## config.mk

```make
export PLATFORM = sky130hd
export DESIGN_NAME = pdp8_dbreak_arb_flat
export DESIGN_NICKNAME = d
export VERILOG_FILES = /design/src/rtl/pdp8_dbreak_arb_if.sv /design/src/rtl/pdp8_dbreak_arb.sv /design/src/flat_wrapper.sv
export SDC_FILE = /design/constraint.sdc
export NUM_CORES = 1
export LEC_CHECK = 0
export BUFFER_PORTS_ARGS = -buffer_cell sky130_fd_sc_hd__buf_2
export CORE_ASPECT_RATIO = 0.8
export CORE_MARGIN = 2
export CORE_UTILIZATION = 30
export CTS_CLUSTER_DIAMETER = 120
export DETAILED_ROUTE_END_ITERATION = 8
export GPL_TIMING_DRIVEN = 0
export PLACE_DENSITY = 0.61
export SLEW_MARGIN = 30
export SYNTH_ARGS = -nofsm -noshare
export SYNTH_HDL_FRONTEND = slang
export SYNTH_SLANG_ARGS = --single-unit
export TNS_END_PERCENT = 1
```

## constraint.sdc

```tcl
create_clock -name clk -period 3.5 [get_ports clk]
set_input_delay 0.525 -clock clk [delete_from_list [all_inputs] [get_ports clk]]
set_output_delay 0.525 -clock clk [all_outputs]
set_load 0.02 [all_outputs]
```

## src/rtl/pdp8_dbreak_arb_if.sv

```systemverilog
// Signal bundle between the data-break arbiter, its I/O device channels and the
// single pdp8_io memory port. The arbiter takes the master view.
interface pdp8_dbreak_arb_if #(
  parameter int unsigned NCH  = 4,
  parameter int unsigned MA_W = 15,
  parameter int unsigned D_W  = 12
);
  logic [NCH-1:0]      ch_read_req;
  logic [NCH-1:0]      ch_write_req;
  logic [NCH*MA_W-1:0] ch_ma;
  logic [NCH*D_W-1:0]  ch_wdata;
  logic [NCH-1:0]      ch_done;
  logic                ch_error;
  logic [D_W-1:0]      ch_rdata;
  logic [NCH-1:0]      err_status;
  logic [NCH-1:0]      err_clear;
  logic                io_ram_read_req;
  logic                io_ram_write_req;
  logic [MA_W-1:0]     io_ram_ma;
  logic [D_W-1:0]      io_ram_in;
  logic [D_W-1:0]      io_ram_out;
  logic                io_ram_done;

  modport master (
    input  ch_read_req, ch_write_req, ch_ma, ch_wdata, err_clear, io_ram_out, io_ram_done,
    output ch_done, ch_error, ch_rdata, err_status,
           io_ram_read_req, io_ram_write_req, io_ram_ma, io_ram_in
  );

  modport slave (
    output ch_read_req, ch_write_req, ch_ma, ch_wdata, err_clear, io_ram_out, io_ram_done,
    input  ch_done, ch_error, ch_rdata, err_status,
           io_ram_read_req, io_ram_write_req, io_ram_ma, io_ram_in
  );
endinterface

```

## src/rtl/pdp8_dbreak_arb.sv

```systemverilog
// Round-robin data-break arbiter: grants one channel at a time onto the memory
// port, returns read data and aborts stalled cycles with a sticky error flag.
module pdp8_dbreak_arb #(
  parameter int unsigned NCH     = 4,
  parameter int unsigned MA_W    = 15,
  parameter int unsigned D_W     = 12,
  parameter int unsigned TIMEOUT = 255
) (
  input logic               clk,
  input logic               reset,
  pdp8_dbreak_arb_if.master bus
);
  localparam int unsigned PTR_W   = (NCH > 1) ? $clog2(NCH) : 1;
  localparam int unsigned CNT_W   = (TIMEOUT > 1) ? $clog2(TIMEOUT) : 1;
  localparam int unsigned TO_LAST = (TIMEOUT == 0) ? 0 : TIMEOUT - 1;

  localparam logic [1:0] S_IDLE = 2'd0;
  localparam logic [1:0] S_REQ  = 2'd1;
  localparam logic [1:0] S_DONE = 2'd2;

  logic [1:0]       state, state_nxt;
  logic [PTR_W-1:0] rr_ptr, rr_ptr_nxt;
  logic [PTR_W-1:0] grant, grant_nxt;
  logic             is_wr, is_wr_nxt;
  logic [CNT_W-1:0] cnt, cnt_nxt;
  logic             rd_req, rd_req_nxt;
  logic             wr_req, wr_req_nxt;
  logic [MA_W-1:0]  ma, ma_nxt;
  logic [D_W-1:0]   wd, wd_nxt;
  logic [D_W-1:0]   rdata, rdata_nxt;
  logic [NCH-1:0]   done, done_nxt;
  logic             error, error_nxt;
  logic [NCH-1:0]   err, err_nxt, err_set;

  logic [NCH-1:0]   pending;
  logic             pick_vld;
  logic [PTR_W-1:0] pick;
  int unsigned      idx;
  logic             sel_wr;
  logic [MA_W-1:0]  sel_ma;
  logic [D_W-1:0]   sel_wd;

  assign pending = bus.ch_read_req | bus.ch_write_req;

  // First requester at or above rr_ptr (wrapping), plus that channel's payload.
  always_comb begin
    pick_vld = 1'b0;
    pick     = '0;
    idx      = 0;
    for (int unsigned k = 0; k < NCH; k++) begin
      idx = 32'(rr_ptr) + k;
      if (idx >= NCH) idx = idx - NCH;
      if (!pick_vld && pending[PTR_W'(idx)]) begin
        pick_vld = 1'b1;
        pick     = PTR_W'(idx);
      end
    end
    sel_wr = 1'b0;
    sel_ma = '0;
    sel_wd = '0;
    for (int unsigned k = 0; k < NCH; k++) begin
      if (pick == PTR_W'(k)) begin
        sel_wr = bus.ch_write_req[k];
        sel_ma = bus.ch_ma[k*MA_W +: MA_W];
        sel_wd = bus.ch_wdata[k*D_W +: D_W];
      end
    end
  end

  // Next state and next registered outputs.
  always_comb begin
    state_nxt  = state;
    rr_ptr_nxt = rr_ptr;
    grant_nxt  = grant;
    is_wr_nxt  = is_wr;
    cnt_nxt    = cnt;
    rd_req_nxt = rd_req;
    wr_req_nxt = wr_req;
    ma_nxt     = ma;
    wd_nxt     = wd;
    rdata_nxt  = rdata;
    done_nxt   = '0;
    error_nxt  = 1'b0;
    err_set    = '0;
    unique case (state)
      S_IDLE: begin
        if (pick_vld) begin
          grant_nxt  = pick;
          is_wr_nxt  = sel_wr;
          ma_nxt     = sel_ma;
          wd_nxt     = sel_wd;
          rd_req_nxt = !sel_wr;
          wr_req_nxt = sel_wr;
          cnt_nxt    = '0;
          rr_ptr_nxt = (32'(pick) + 32'd1 >= NCH) ? '0 : PTR_W'(32'(pick) + 32'd1);
          state_nxt  = S_REQ;
        end
      end
      S_REQ: begin
        cnt_nxt = cnt + 1'b1;
        // A completion on the final timeout cycle still counts as a good transfer.
        if (bus.io_ram_done) begin
          rd_req_nxt      = 1'b0;
          wr_req_nxt      = 1'b0;
          if (!is_wr) rdata_nxt = bus.io_ram_out;
          done_nxt[grant] = 1'b1;
          state_nxt       = S_DONE;
        end else if (TIMEOUT != 0 && cnt == CNT_W'(TO_LAST)) begin
          rd_req_nxt      = 1'b0;
          wr_req_nxt      = 1'b0;
          done_nxt[grant] = 1'b1;
          error_nxt       = 1'b1;
          err_set[grant]  = 1'b1;
          state_nxt       = S_DONE;
        end
      end
      S_DONE: begin
        cnt_nxt   = '0;
        state_nxt = S_IDLE;
      end
      default: state_nxt = S_IDLE;
    endcase
    err_nxt = (err & ~bus.err_clear) | err_set;
  end

  always_ff @(posedge clk) begin
    if (reset) begin
      state  <= S_IDLE;
      rr_ptr <= '0;
      grant  <= '0;
      is_wr  <= 1'b0;
      cnt    <= '0;
      rd_req <= 1'b0;
      wr_req <= 1'b0;
      ma     <= '0;
      wd     <= '0;
      rdata  <= '0;
      done   <= '0;
      error  <= 1'b0;
      err    <= '0;
    end else begin
      state  <= state_nxt;
      rr_ptr <= rr_ptr_nxt;
      grant  <= grant_nxt;
      is_wr  <= is_wr_nxt;
      cnt    <= cnt_nxt;
      rd_req <= rd_req_nxt;
      wr_req <= wr_req_nxt;
      ma     <= ma_nxt;
      wd     <= wd_nxt;
      rdata  <= rdata_nxt;
      done   <= done_nxt;
      error  <= error_nxt;
      err    <= err_nxt;
    end
  end

  assign bus.ch_done          = done;
  assign bus.ch_error         = error;
  assign bus.ch_rdata         = rdata;
  assign bus.err_status       = err;
  assign bus.io_ram_read_req  = rd_req;
  assign bus.io_ram_write_req = wr_req;
  assign bus.io_ram_ma        = ma;
  assign bus.io_ram_in        = wd;
endmodule
```

## src/flat_wrapper.sv

```systemverilog
// flat-port wrapper written by rule: the top's interface ports become plain ports
module pdp8_dbreak_arb_flat 
#(
  parameter int unsigned NCH     = 4,
  parameter int unsigned MA_W    = 15,
  parameter int unsigned D_W     = 12,
  parameter int unsigned TIMEOUT = 255
)
  (clk, reset, bus_ch_read_req, bus_ch_write_req, bus_ch_ma, bus_ch_wdata, bus_err_clear, bus_io_ram_out, bus_io_ram_done, bus_ch_done, bus_ch_error, bus_ch_rdata, bus_err_status, bus_io_ram_read_req, bus_io_ram_write_req, bus_io_ram_ma, bus_io_ram_in);
  pdp8_dbreak_arb_if #(.NCH(NCH), .MA_W(MA_W), .D_W(D_W)) bus_i ();
  input logic clk;
  input logic reset;
  input wire logic [$bits(bus_i.ch_read_req)-1:0] bus_ch_read_req;
  input wire logic [$bits(bus_i.ch_write_req)-1:0] bus_ch_write_req;
  input wire logic [$bits(bus_i.ch_ma)-1:0] bus_ch_ma;
  input wire logic [$bits(bus_i.ch_wdata)-1:0] bus_ch_wdata;
  input wire logic [$bits(bus_i.err_clear)-1:0] bus_err_clear;
  input wire logic [$bits(bus_i.io_ram_out)-1:0] bus_io_ram_out;
  input wire logic [$bits(bus_i.io_ram_done)-1:0] bus_io_ram_done;
  output wire logic [$bits(bus_i.ch_done)-1:0] bus_ch_done;
  output wire logic [$bits(bus_i.ch_error)-1:0] bus_ch_error;
  output wire logic [$bits(bus_i.ch_rdata)-1:0] bus_ch_rdata;
  output wire logic [$bits(bus_i.err_status)-1:0] bus_err_status;
  output wire logic [$bits(bus_i.io_ram_read_req)-1:0] bus_io_ram_read_req;
  output wire logic [$bits(bus_i.io_ram_write_req)-1:0] bus_io_ram_write_req;
  output wire logic [$bits(bus_i.io_ram_ma)-1:0] bus_io_ram_ma;
  output wire logic [$bits(bus_i.io_ram_in)-1:0] bus_io_ram_in;
  assign bus_i.ch_read_req = bus_ch_read_req;
  assign bus_i.ch_write_req = bus_ch_write_req;
  assign bus_i.ch_ma = bus_ch_ma;
  assign bus_i.ch_wdata = bus_ch_wdata;
  assign bus_i.err_clear = bus_err_clear;
  assign bus_i.io_ram_out = bus_io_ram_out;
  assign bus_i.io_ram_done = bus_io_ram_done;
  assign bus_ch_done = bus_i.ch_done;
  assign bus_ch_error = bus_i.ch_error;
  assign bus_ch_rdata = bus_i.ch_rdata;
  assign bus_err_status = bus_i.err_status;
  assign bus_io_ram_read_req = bus_i.io_ram_read_req;
  assign bus_io_ram_write_req = bus_i.io_ram_write_req;
  assign bus_io_ram_ma = bus_i.io_ram_ma;
  assign bus_io_ram_in = bus_i.io_ram_in;
  pdp8_dbreak_arb #(.NCH(NCH), .MA_W(MA_W), .D_W(D_W), .TIMEOUT(TIMEOUT)) u_core (.clk(clk), .reset(reset), .bus(bus_i));
endmodule
```

# Word level (Yosys, flattened, before mapping)
# Cells that the tools add are included.
[word_totals]
ff_bits = 65
inputBits = 135
out_inout_bits = 50
word_cells = 118
[op_classes]
n_addsub = 9
n_lt_le_gt_ge = 11
n_eq_ne = 8
muxes = 52
bitwise = 6
n_reduce_logical = 19
[ops]
columns = ["operator", "count"]
rows = [
  ["$mux 15", 4],
  ["$mux 12", 4],
  ["$ge 32x3->1 const B", 1],
  ["$mux 2", 12],
  ["$pmux 8 s3", 1],
  ["$mux 1", 18],
  ["$mux 4", 4],
  ["$lt 2x3->1 const B", 5],
  ["$ge 3x3->1 const B", 3],
  ["$add 8x1->8 const B", 1],
  ["$bmux 1 s2", 4],
  ["$eq 8x8->1 const B", 1],
  ["$mux 8", 1],
  ["$or 4x4->4", 2],
  ["$sub 2x1->2 const B", 4],
  ["$add 2x1->3 const B", 2],
  ["$add 2x2->3 const B", 2],
  ["$eq 2x2->1 const B", 3],
  ["$reduce_and 2->1", 3],
  ["$reduce_and 3->1", 2],
  ["$and 4x4->4", 1],
  ["$eq 2x1->1 const B", 2],
  ["$logic_and 1x1->1", 4],
  ["$logic_not 1->1", 4],
  ["other kinds (14)", 17],
]

# Longest topological paths before layout
# Gate-level depths: netlist (run 1).
[depth]
word_depth = 22
mapped_depth = 11
mapped_depth_nobuf = 9

# Least setup slack after synthesis (run 1)
# No wires, ideal clock.
[synth_timing]
path_kind = "input-to-reg"
from = "input bus_ch_write_req[3]"
to = "register u_core.ma[10], in the netlist u_core.bus.io_ram_ma[10]"
setup_ps = 70
t_arrival_ps = 2785
slack_ps = 645
stages = 10
path_buffers = 2
cell_sequence = "or2_2 -> or4_1 -> and3_1 -> ha_1 -> nor2b_1 -> buf_2 -> clkbuf_1 -> a221oi_1 -> or3_1 -> a21oi_1"
[synth_via]
elab_chain_len = 18
word_cells_on_any_way = 32
classes_between = "3 x eq/ne; 20 x mux; 1 x bitwise; 8 x reduce/logical"
[synth_lines]
columns = ["item", "line_no", "source"]
rows = [
  ["start, declared", "flat_wrapper.sv:14", "input wire logic [$bits(bus_i.ch_write_req)-1:0] bus_ch_write_req;"],
  ["$or 4x4->4 (*)", "pdp8_dbreak_arb.sv:43", "assign pending = bus.ch_read_req | bus.ch_write_req;"],
  ["$bmux 1 s2", "pdp8_dbreak_arb.sv:53", "if (!pick_vld && pending[PTR_W'(idx)]) begin"],
  ["$mux 1 (implied by the code)", "pdp8_dbreak_arb.sv:53", ""],
  ["$mux 1", "pdp8_dbreak_arb.sv:53", ""],
  ["$logic_not 1->1", "pdp8_dbreak_arb.sv:53", ""],
  ["$logic_and 1x1->1", "pdp8_dbreak_arb.sv:53", ""],
  ["$mux 1", "pdp8_dbreak_arb.sv:53", ""],
  ["$logic_not 1->1", "pdp8_dbreak_arb.sv:53", ""],
  ["$logic_and 1x1->1", "pdp8_dbreak_arb.sv:53", ""],
  ["$mux 1", "pdp8_dbreak_arb.sv:53", ""],
  ["$logic_not 1->1", "pdp8_dbreak_arb.sv:53", ""],
  ["$logic_and 1x1->1", "pdp8_dbreak_arb.sv:53", ""],
  ["$mux 2 (*)", "pdp8_dbreak_arb.sv:53", ""],
  ["net u_core.pick[0]", "pdp8_dbreak_arb.sv:37", "logic [PTR_W-1:0] pick;"],
  ["$logic_not 2->1", "pdp8_dbreak_arb.sv:62", "if (pick == PTR_W'(k)) begin"],
  ["$mux 15 (3 in series)", "pdp8_dbreak_arb.sv:62", ""],
  ["$mux 15 (*)", "pdp8_dbreak_arb.sv:62", ""],
  ["end signal, assigned", "pdp8_dbreak_arb.sv:149", "ma <= ma_nxt;"],
  ["end, declared", "pdp8_dbreak_arb.sv:28", "logic [MA_W-1:0] ma, ma_nxt;"],
]
# Mark *: on every way through the listed nets, which the timed path passes. The rest lies on a longest branch. The select of a mux whose other input is x is not followed.
# A chain may end at the register's enable or synchronous reset.

# Worst setup path after layout (run 1)
[layout_timing]
from = "input bus_ch_write_req[0]"
to = "register u_core.ma[8], in the netlist u_core.bus.io_ram_ma[8]"
# The elaborated chain is that of the path after synthesis.

==> results of run 1 <==
==> critical path, cell delays in order <==
cell and delay, ns:
buf_2 0.12, nor2_1 0.39, o32ai_1 0.17, o21ai_1 0.31, and3_1 0.24, ha_1 0.32, nand2b_1 0.14, buf_4 0.17
clkbuf_1 0.39, o22ai_1 0.17, or3_1 0.34, a21oi_1 0.14
==> layout make-up <==
type                            count  area (um2)  share of cell area (%)
Tap cell                          140       175.2                   3.834
Clock inverter                      6       35.03                  0.7667
Clock buffer                       10       229.0                   5.011
Inverter                           11       41.29                  0.9036
Buffer                             32       158.9                   3.478
Sequential cell                    65        1301                   28.48
Timing Repair Buffer              184       920.9                   20.15
Multi-Input combinational cell    284        1708                   37.38
==> cells in the mapped netlist, types with 6 or more instances <==
cell	number
dfxtp_1	65
nand2_1	64
a21oi_1	47
or3_1	27
a221oi_1	26
o22ai_1	26
clkbuf_1	17
nor2_1	13
o21ai_0	11
buf_2	10
inv_1	10
nand3_1	7
ha_1	6
==> sequential cells by signal, indices dropped and copies added (netlist names), 2 cells and up <==
signal / count
u_core.bus.ch_done: 4
u_core.bus.ch_rdata: 12
u_core.bus.err_status: 4
u_core.bus.io_ram_in: 12
u_core.bus.io_ram_ma: 15
u_core.cnt: 8
u_core.grant: 2
u_core.rr_ptr: 2
u_core.state: 2
==> cells by family after synthesis <==
kind of cell,Yosys count
flip-flops,65
XOR/XNOR,2
adder cells (fa/ha/maj),6
AO/OA/AOI/OAI,136
AND/OR/NAND/NOR,140
buffers and inverters,43
==> power by group <==
group	switching (mW)	internal (mW)	total, mW
Combinational	0.560	0.392	0.951
Sequential	0.0565	0.844	0.901
Clock	0.315	0.473	0.789
Total	0.932	1.71	2.64
==> path summary, 6_finish.rpt <==
kind	endpoint	slack, ns	from	cells after the start
max	u_core.bus.io_ram_ma[8]	0.31	bus_ch_write_req[0]	12
min	u_core.bus.err_status[1]	0.39	bus_err_clear[1]	2
max reg2reg	u_core.bus.io_ram_ma[7]	0.45	u_core.rr_ptr[0]	10
min reg2reg	u_core.bus.io_ram_in[9]	0.45	u_core.bus.io_ram_in[9]	2
==> metal layers <==
metal  up-vias  routed length (um)  GRT usage [%]
met5         -                   0              0
met4         0                 123          5.294
met3        10                 829          5.282
met2       161                5216          32.33
met1      1727                4958          23.51
li1       1855                   -              -
==> per-stage QoR <==
| stage | area (um2) | hold slack, ns | setup WS (ns) | TNS (ns) | power [mW] |
|---|---|---|---|---|---|
| 3_3_place_gp | 4299 | 0.4401 | 0.05913 | 0 | 1.847 |
| 4_1_cts | 4569 | 0.3792 | 0.2814 | 0 | 2.662 |
| 5_1_grt | 4569 | 0.3822 | 0.09852 | 0 | 2.799 |
| 6_report | 4569 | 0.3881 | 0.3084 | 0 | 2.641 |
| 2_1_floorplan | 3203 | 0.4443 | 0.6447 | 0 | 1.532 |
| 3_5_place_dp | 4305 | 0.4431 | -0.06450 | -0.2399 | 1.868 |
==> what timing repair did <==
item | 4_1_cts | 5_1_grt
endpoints found under the setup margin | 0 | 11
gates resized for setup | 0 | 1
buffers inserted | 0 | 0
==> results.cfg, run 1 <==
[route]
drc = 0
drt_iter0_drc = 185
wl_um = 11130
vias = 3753
vias_per_cell = 5.127
ant_nets = 0
wl_per_cell_um = 15.20
dr.pass1.iters = 4

[yosys]
ys.flop_type = dfxtp_1
syn_nets = 533
synth-xor-area-share_pct = 0.5469
yosysTopAreaCell = dfxtp_1
yosysSeqAreaShare_pct = 40.63
syn_area_um2 = 3203
syn_avg_cell_area_um2 = 8.171
ys_warn_count = 0
synth_cell_types = 44
synth_top_family_by_area = compound AO/OA/AOI/OAI gates
synth-edff-count = 0
async_reset_ff_share_pct = 0
synthAdderAreaFrac_pct = 2.344
yosys.area_share.simple_pct = 21.91
syn_inst = 392
synth_seq_cells = 65
synth_compound_area_share_pct = 28.32
synth_top_area_share_pct = 40.63
synthMuxAreaShare_pct = 0
synth_area_leaders = dfxtp_1 41%, nand2_1 7.5%, a21oi_1 7.3%, a221oi_1 7.1%, or3_1 5.3%

[clock_network]
ctsHoldBuffers = 0
clock-root-buffer = clkbuf_16
cts.sinks = 65
htree_levels = 3
cts_made_buffers = 9
clk_latency_ns = 0.32
cts_buffer_depth = 2
cts_tree = done
clkTransAtPathRegs_ns = 0.05

[outcome]
status = finished, final reports clean

[layout]
drive_above_1_share_pct = 36.99
mostFrequentLayoutCells = 194 x buf_2, 65 x dfxtp_1, 64 x nand2_1
fin_util_pct = 44.27
antenna_cells = 0
fin_nets = 728
fin_cells = 732
area_growth_pct = 42.66
mostFrequentLayoutCell = buf_2
fillerInstances = 1104

[timing]
rsz0062_at_grt = no
final_hold_viol_count = 0
period_minus_slack_ns = 3.192
worst_slew_pin_slew_ns = 0.6281
skew_ns = 0.006111
setup_viol = 0
maxSlewHeadroom_pct = 58.13
fmax_mhz = 313.3
slew_violations = 0
finalCritPeriodShare_pct = 91.19

[die]
fp.dieW_um = 119.5
fp.dieH_um = 96.42
rows = 33
io_pins = 185
die-area_um2 = 11520
core_area_um2 = 10320
initial_utilization_pct = 31.03

[critical_path]
crit_path_max_fanout = 10
required_ns = 3.75
cp.arrival_ns = 3.44
critPathLaunchType = primary input
cp-end-kind = flip-flop
critPathKind = primary input to flip-flop

[placement]
post-place-cells = 716
port_buffers = 184
hpwl_um = 8791
place_congestion = 0.8404

[run]
cap_viol_max_count = 0

[global_route]
grt_pass1_vias = 3546
grt_max_degree = 12
grt_pass1_wl_um = 17130
grt_overflow = 0
grt_usage_pct = 18.87
antenna_found_initial = 0

[power]
p_leak_nw = 2.057
peakVddDrop_mv = 0.2447
cellPowerDensity_nw_per_um2 = 577.9

[hold_path]
hold_class = primary input to flip-flop
(Power assumes the default switching activity.)
==> run 2: changes to the inputs <==
BUFFER_PORTS_ARGS = unset   (was -buffer_cell sky130_fd_sc_hd__buf_2)
DONT_BUFFER_PORTS = 1   (was unset)
PLACE_DENSITY = 0.47   (was 0.61)
SETUP_SLACK_MARGIN = 0.5   (was unset)
==> run 2 against run 1 <==
First-iteration DRC count shrank 26%. Sequential share of layout area up 6.6 points. Final cell count is 25% lower. Worst setup slack better by 0.38 ns. Hold slack worse by 0.095 ns. Highest routed layer unchanged. Largest cell class unchanged. Critical path depth fell by 2. Register-to-register slack better by 0.24 ns. Clock skew increased by 0.0022 ns.
==> results.cfg, run 2 (synthesis gave the netlist of run 1 again) <==
[route]
dr.pass1.iters = 4
drc = 0
ant_nets = 0
routed.top_layer = met4
vias = 3091
wl_per_cell_um = 18.83
wl_um = 10320
vias_per_cell = 5.641
drt_iter0_drc = 136
wl_met1_um = 4554
wl_met2_um = 4769
routed-wl-met3_um = 861

[global_route]
grt_pass1_vias = 2970
grt_overflow = 0
grt_pass1_wl_um = 15760
grt_max_degree = 12
grt_usage_pct = 18.01
antenna_found_initial = 0

[layout]
mostFrequentLayoutCell = dfxtp_1
drive_above_1_share_pct = 10.54
fin_nets = 544
area_growth_pct = 15.94
antenna_cells = 0
largest_register_ffs = 15
fillerInstances = 1138
mostFrequentLayoutCells = 65 x dfxtp_1, 64 x nand2_1, 47 x a21oi_1

[die]
fp.dieH_um = 96.42
die-area_um2 = 11520
initial_utilization_pct = 31.03
fp.dieW_um = 119.5
rows = 33
io_pins = 185
core_area_um2 = 10320

[timing]
fmax_mhz = 355.4
maxSlewHeadroom_pct = 59.27
worst_slew_pin_slew_ns = 0.6110
whs_ns = 0.2930
finalCritPeriodShare_pct = 80.38
final_hold_viol_count = 0
skew_ns = 0.008357
slew_violations = 0
rsz0062_at_grt = no
setup_viol = 0
period_minus_slack_ns = 2.813
tns_ns = 0

[outcome]
status = finished, final reports clean

[clock_network]
cts_tree = done
ctsHoldBuffers = 0
cts_made_buffers = 9
clk_latency_ns = 0.33
htree_levels = 3
clock-root-buffer = clkbuf_16
cts.sinks = 65
clkTransAtPathRegs_ns = 0.05
cts_buffer_depth = 2

[power]
cellPowerDensity_nw_per_um2 = 712.4
p_leak_nw = 1.306
peakVddDrop_mv = 0.2402

[hold_path]
hold_class = primary input to flip-flop

[critical_path]
cp.arrival_ns = 3.07
required_ns = 3.76
cp-end-kind = flip-flop
critPathLaunchType = flip-flop
critPathKind = flip-flop to flip-flop
crit_path_max_fanout = 10

[placement]
hpwl_um = 7907
place_congestion = 0.7524
port_buffers = 0

[run]
cap_viol_max_count = 0
## run 2: layer usage
layer,track usage [%],up-vias
li1,-,1488
met3,6.925,10
met4,6.078,0
met1,22.42,1450
met2,28.86,143
met5,0,-
## run 2: report_power, final
part	internal (mW)	switching, mW	leakage, nW
clock network	0.619	0.326	0.152
registers	0.845	0.186	0.531
logic	0.293	0.377	0.622
## run 2: path summary, 6_finish.rpt
path	endpoint	depth (start not counted)	start	slack, ns
setup / recovery	u_core.bus.io_ram_ma[7]	10	u_core.rr_ptr[0]	0.69
hold / removal	u_core.bus.err_status[1]	1	bus_err_clear[1]	0.29
setup reg to reg	u_core.bus.io_ram_ma[7]	10	u_core.rr_ptr[0]	0.69
hold reg to reg	u_core.is_wr	2	u_core.is_wr	0.48
## run 2: per-stage QoR
step	instances	power (mW)	setup WS (ns)	utilization (%)	cell area (um2)
after detailed placement	532	1.711	0.06207	32.79	3385
after global placement	532	1.701	0.1485	32.73	3378
final	548	2.645	0.6866	35.98	3714
after CTS	548	2.670	0.4651	35.83	3699
after floorplan	392	1.532	0.6447	-	3203
after global routing	548	2.812	0.5023	35.98	3714
## run 2: critical path, cell delays in order (launching register included)
cell      delay [ns]
dfxtp_1         0.41
inv_1           0.07
or4_1           0.60
and3_1          0.23
ha_1            0.25
nor2b_1         0.12
buf_2           0.21
clkbuf_4        0.25
a221oi_1        0.09
or3_1           0.39
a21oi_1         0.13
## run 2: area by class of cell
cell class	count	area, um2	area share, %
buffer	32	171.4	4.616
multi-input combinational	284	1713	46.13
clock buffer	10	229.0	6.166
sequential	65	1301	35.04
clock inverter	6	82.58	2.224
tap	140	175.2	4.717
inverter	11	41.29	1.112
## run 2: what timing repair did
item | in CTS | in global routing
setup endpoints to repair | 20 | 30
resized for setup | 2 | 15
buffers inserted | 0 | 0
==> run 3: changes to the inputs <==
PLACE_DENSITY = 0.48   (was 0.47)
clock period = 2.5 ns   (was 3.5 ns; I/O delays follow)
==> run 3 against run 2 <==
Sequential power rose by 41%. Worst setup slack worse by 0.54 ns. Clock power rose by 45%. Design area rose by 10%. Largest power group unchanged. Highest routed layer unchanged.
==> results.cfg, run 3 (synthesis gave the netlist of run 1 again) <==
[outcome]
status = finished, final reports clean

[layout]
antenna_cells = 0
mostFrequentLayoutCells = 64 x nand2_1, 63 x dfxtp_1, 46 x a21oi_1
final_area_um2 = 4099
fin_nets = 555
largest_register_ffs = 15
drive_above_1_share_pct = 21.24
area_growth_pct = 27.97
mostFrequentLayoutCell = nand2_1
fillerInstances = 1067
fin_util_pct = 39.71

[critical_path]
critPathKind = flip-flop to flip-flop
cp_num_buf_inv = 3
reg2reg_depth = 9
cp.arrival_ns = 2.61
required_ns = 2.75
crit_path_max_fanout = 10
cp_num_cells = 9
r2r_start = u_core.rr_ptr[0]
path_delay_family = simple AND/OR/NAND/NOR gates
cp-end-kind = flip-flop
crit_slowest_cell = or4_4
rrSetupSlack_ns = 0.14
critPathLaunchType = flip-flop
endpoint = u_core.bus.io_ram_in[6]
worstPathCellList = inv_2 > or4_4 > and3_4 > ha_4 > clkinv_1 > buf_2 > o22ai_1 > or3_1 > a21oi_1
max_stage_delay_ns = 0.45
rr_endpoint = u_core.bus.io_ram_in[6]
critPathLaunch = u_core.rr_ptr[0]

[timing]
rsz0062_at_grt = yes
worst_slew_pin_slew_ns = 0.6295
setup_viol = 0
period_minus_slack_ns = 2.356
fmax_mhz = 424.4
final_hold_viol_count = 0
slew_violations = 0
skew_ns = 0.007748
whs_ns = 0.1482
finalCritPeriodShare_pct = 94.25
maxSlewHeadroom_pct = 58.04
tns_ns = 0

[clock_network]
htree_levels = 3
cts.sinks = 65
cts_made_buffers = 9
clkTransAtPathRegs_ns = 0.06
cts_buffer_depth = 2
cts_tree = done
clk_latency_ns = 0.33
clock-root-buffer = clkbuf_16

[hold_path]
hold_depth = 1
hold_class = primary input to flip-flop
min_from = bus_err_clear[1]

[run]
cap_viol_max_count = 0

[power]
power.total_mw = 4.133
cellPowerDensity_nw_per_um2 = 1008
p_leak_nw = 1.445
peakVddDrop_mv = 0.3881

[die]
rows = 33
fp.dieH_um = 96.42
core_area_um2 = 10320
die-area_um2 = 11520
fp.dieW_um = 119.5
initial_utilization_pct = 31.03
io_pins = 185

[route]
vias_per_cell = 5.635
dr.pass1.iters = 4
drt_iter0_drc = 136
ant_nets = 0
vias = 3150
wl_per_cell_um = 19.63
wl_um = 10970
drc = 0

[global_route]
grt_pass1_vias = 3150
grt_pass1_wl_um = 16810
grt_max_degree = 14
grt_usage_pct = 19.06
antenna_found_initial = 0
grt_overflow = 0

[placement]
port_buffers = 0
dpl-instance-area_um2 = 3615
place_congestion = 0.7906
hpwl_um = 8176
[run 3: changes by cell type in the layout (fill, tap and decap cells not counted), sizes merged]
cell / delta
buf: +11
clkbuf: -1
inv: +1
[run 3: cell type report]
cell class,instances,area (um2),area share (%)
buffer,32,252.7,6.166
sequential,65,1306,31.87
tap,140,175.2,4.274
clock inverter,7,102.6,2.503
timing repair buffer,11,95.09,2.320
inverter,11,41.29,1.007
multi-input combinational,284,1901,46.37
clock buffer,9,225.2,5.495
[run 3: timing repair]
item / 4_1_cts / 5_1_grt
cloned: 2 / 0
setup endpoints to repair: 30 / 30
hold buffers: 0 / 0
setup buffers: 5 / 4
pin swaps: 5 / 4
gates resized for setup: 16 / 9
hold endpoints to repair: 0 / 0
[run 3: worst min-delay path by stage]
stage,endpoint,slack [ns]
floorplan,u_core.is_wr,0.44
global placement,u_core.is_wr,0.46
detailed placement,u_core.is_wr,0.47
CTS,u_core.bus.err_status[2],0.13
global route,u_core.bus.err_status[2],0.13
finish,u_core.bus.err_status[1],0.15
[run 3: routing by layer]
metal | vias to the layer above | track usage (%) | routed length [um]
met5 | - | 0 | 0
met3 | 10 | 5.751 | 941
met2 | 149 | 30.57 | 4805
li1 | 1502 | - | -
met4 | 0 | 5.980 | 151
met1 | 1489 | 24.82 | 5073
[run 3: metrics by stage]
stage / cells / setup WS (ns)
final: 559 / 0.1438
after global routing: 559 / 0.03967
after CTS: 555 / 0.1718
after detailed placement: 532 / -0.5619
after global placement: 532 / -0.4581
after floorplan: 392 / 0.02965
[run 3: report_power, final]
part	total (mW)	leakage (nW)	switching, mW	internal, mW
logic	1.32	0.757	0.674	0.642
registers	1.45	0.532	0.262	1.18
clock network	1.37	0.156	0.491	0.881
[run 3: worst reg2reg max path: stages (launching register included)]
cell	delay [ns]
dfxtp_4	0.36
inv_2	0.04
or4_4	0.45
and3_4	0.20
ha_4	0.17
clkinv_1	0.19
buf_2	0.28
o22ai_1	0.13
or3_1	0.32
a21oi_1	0.15
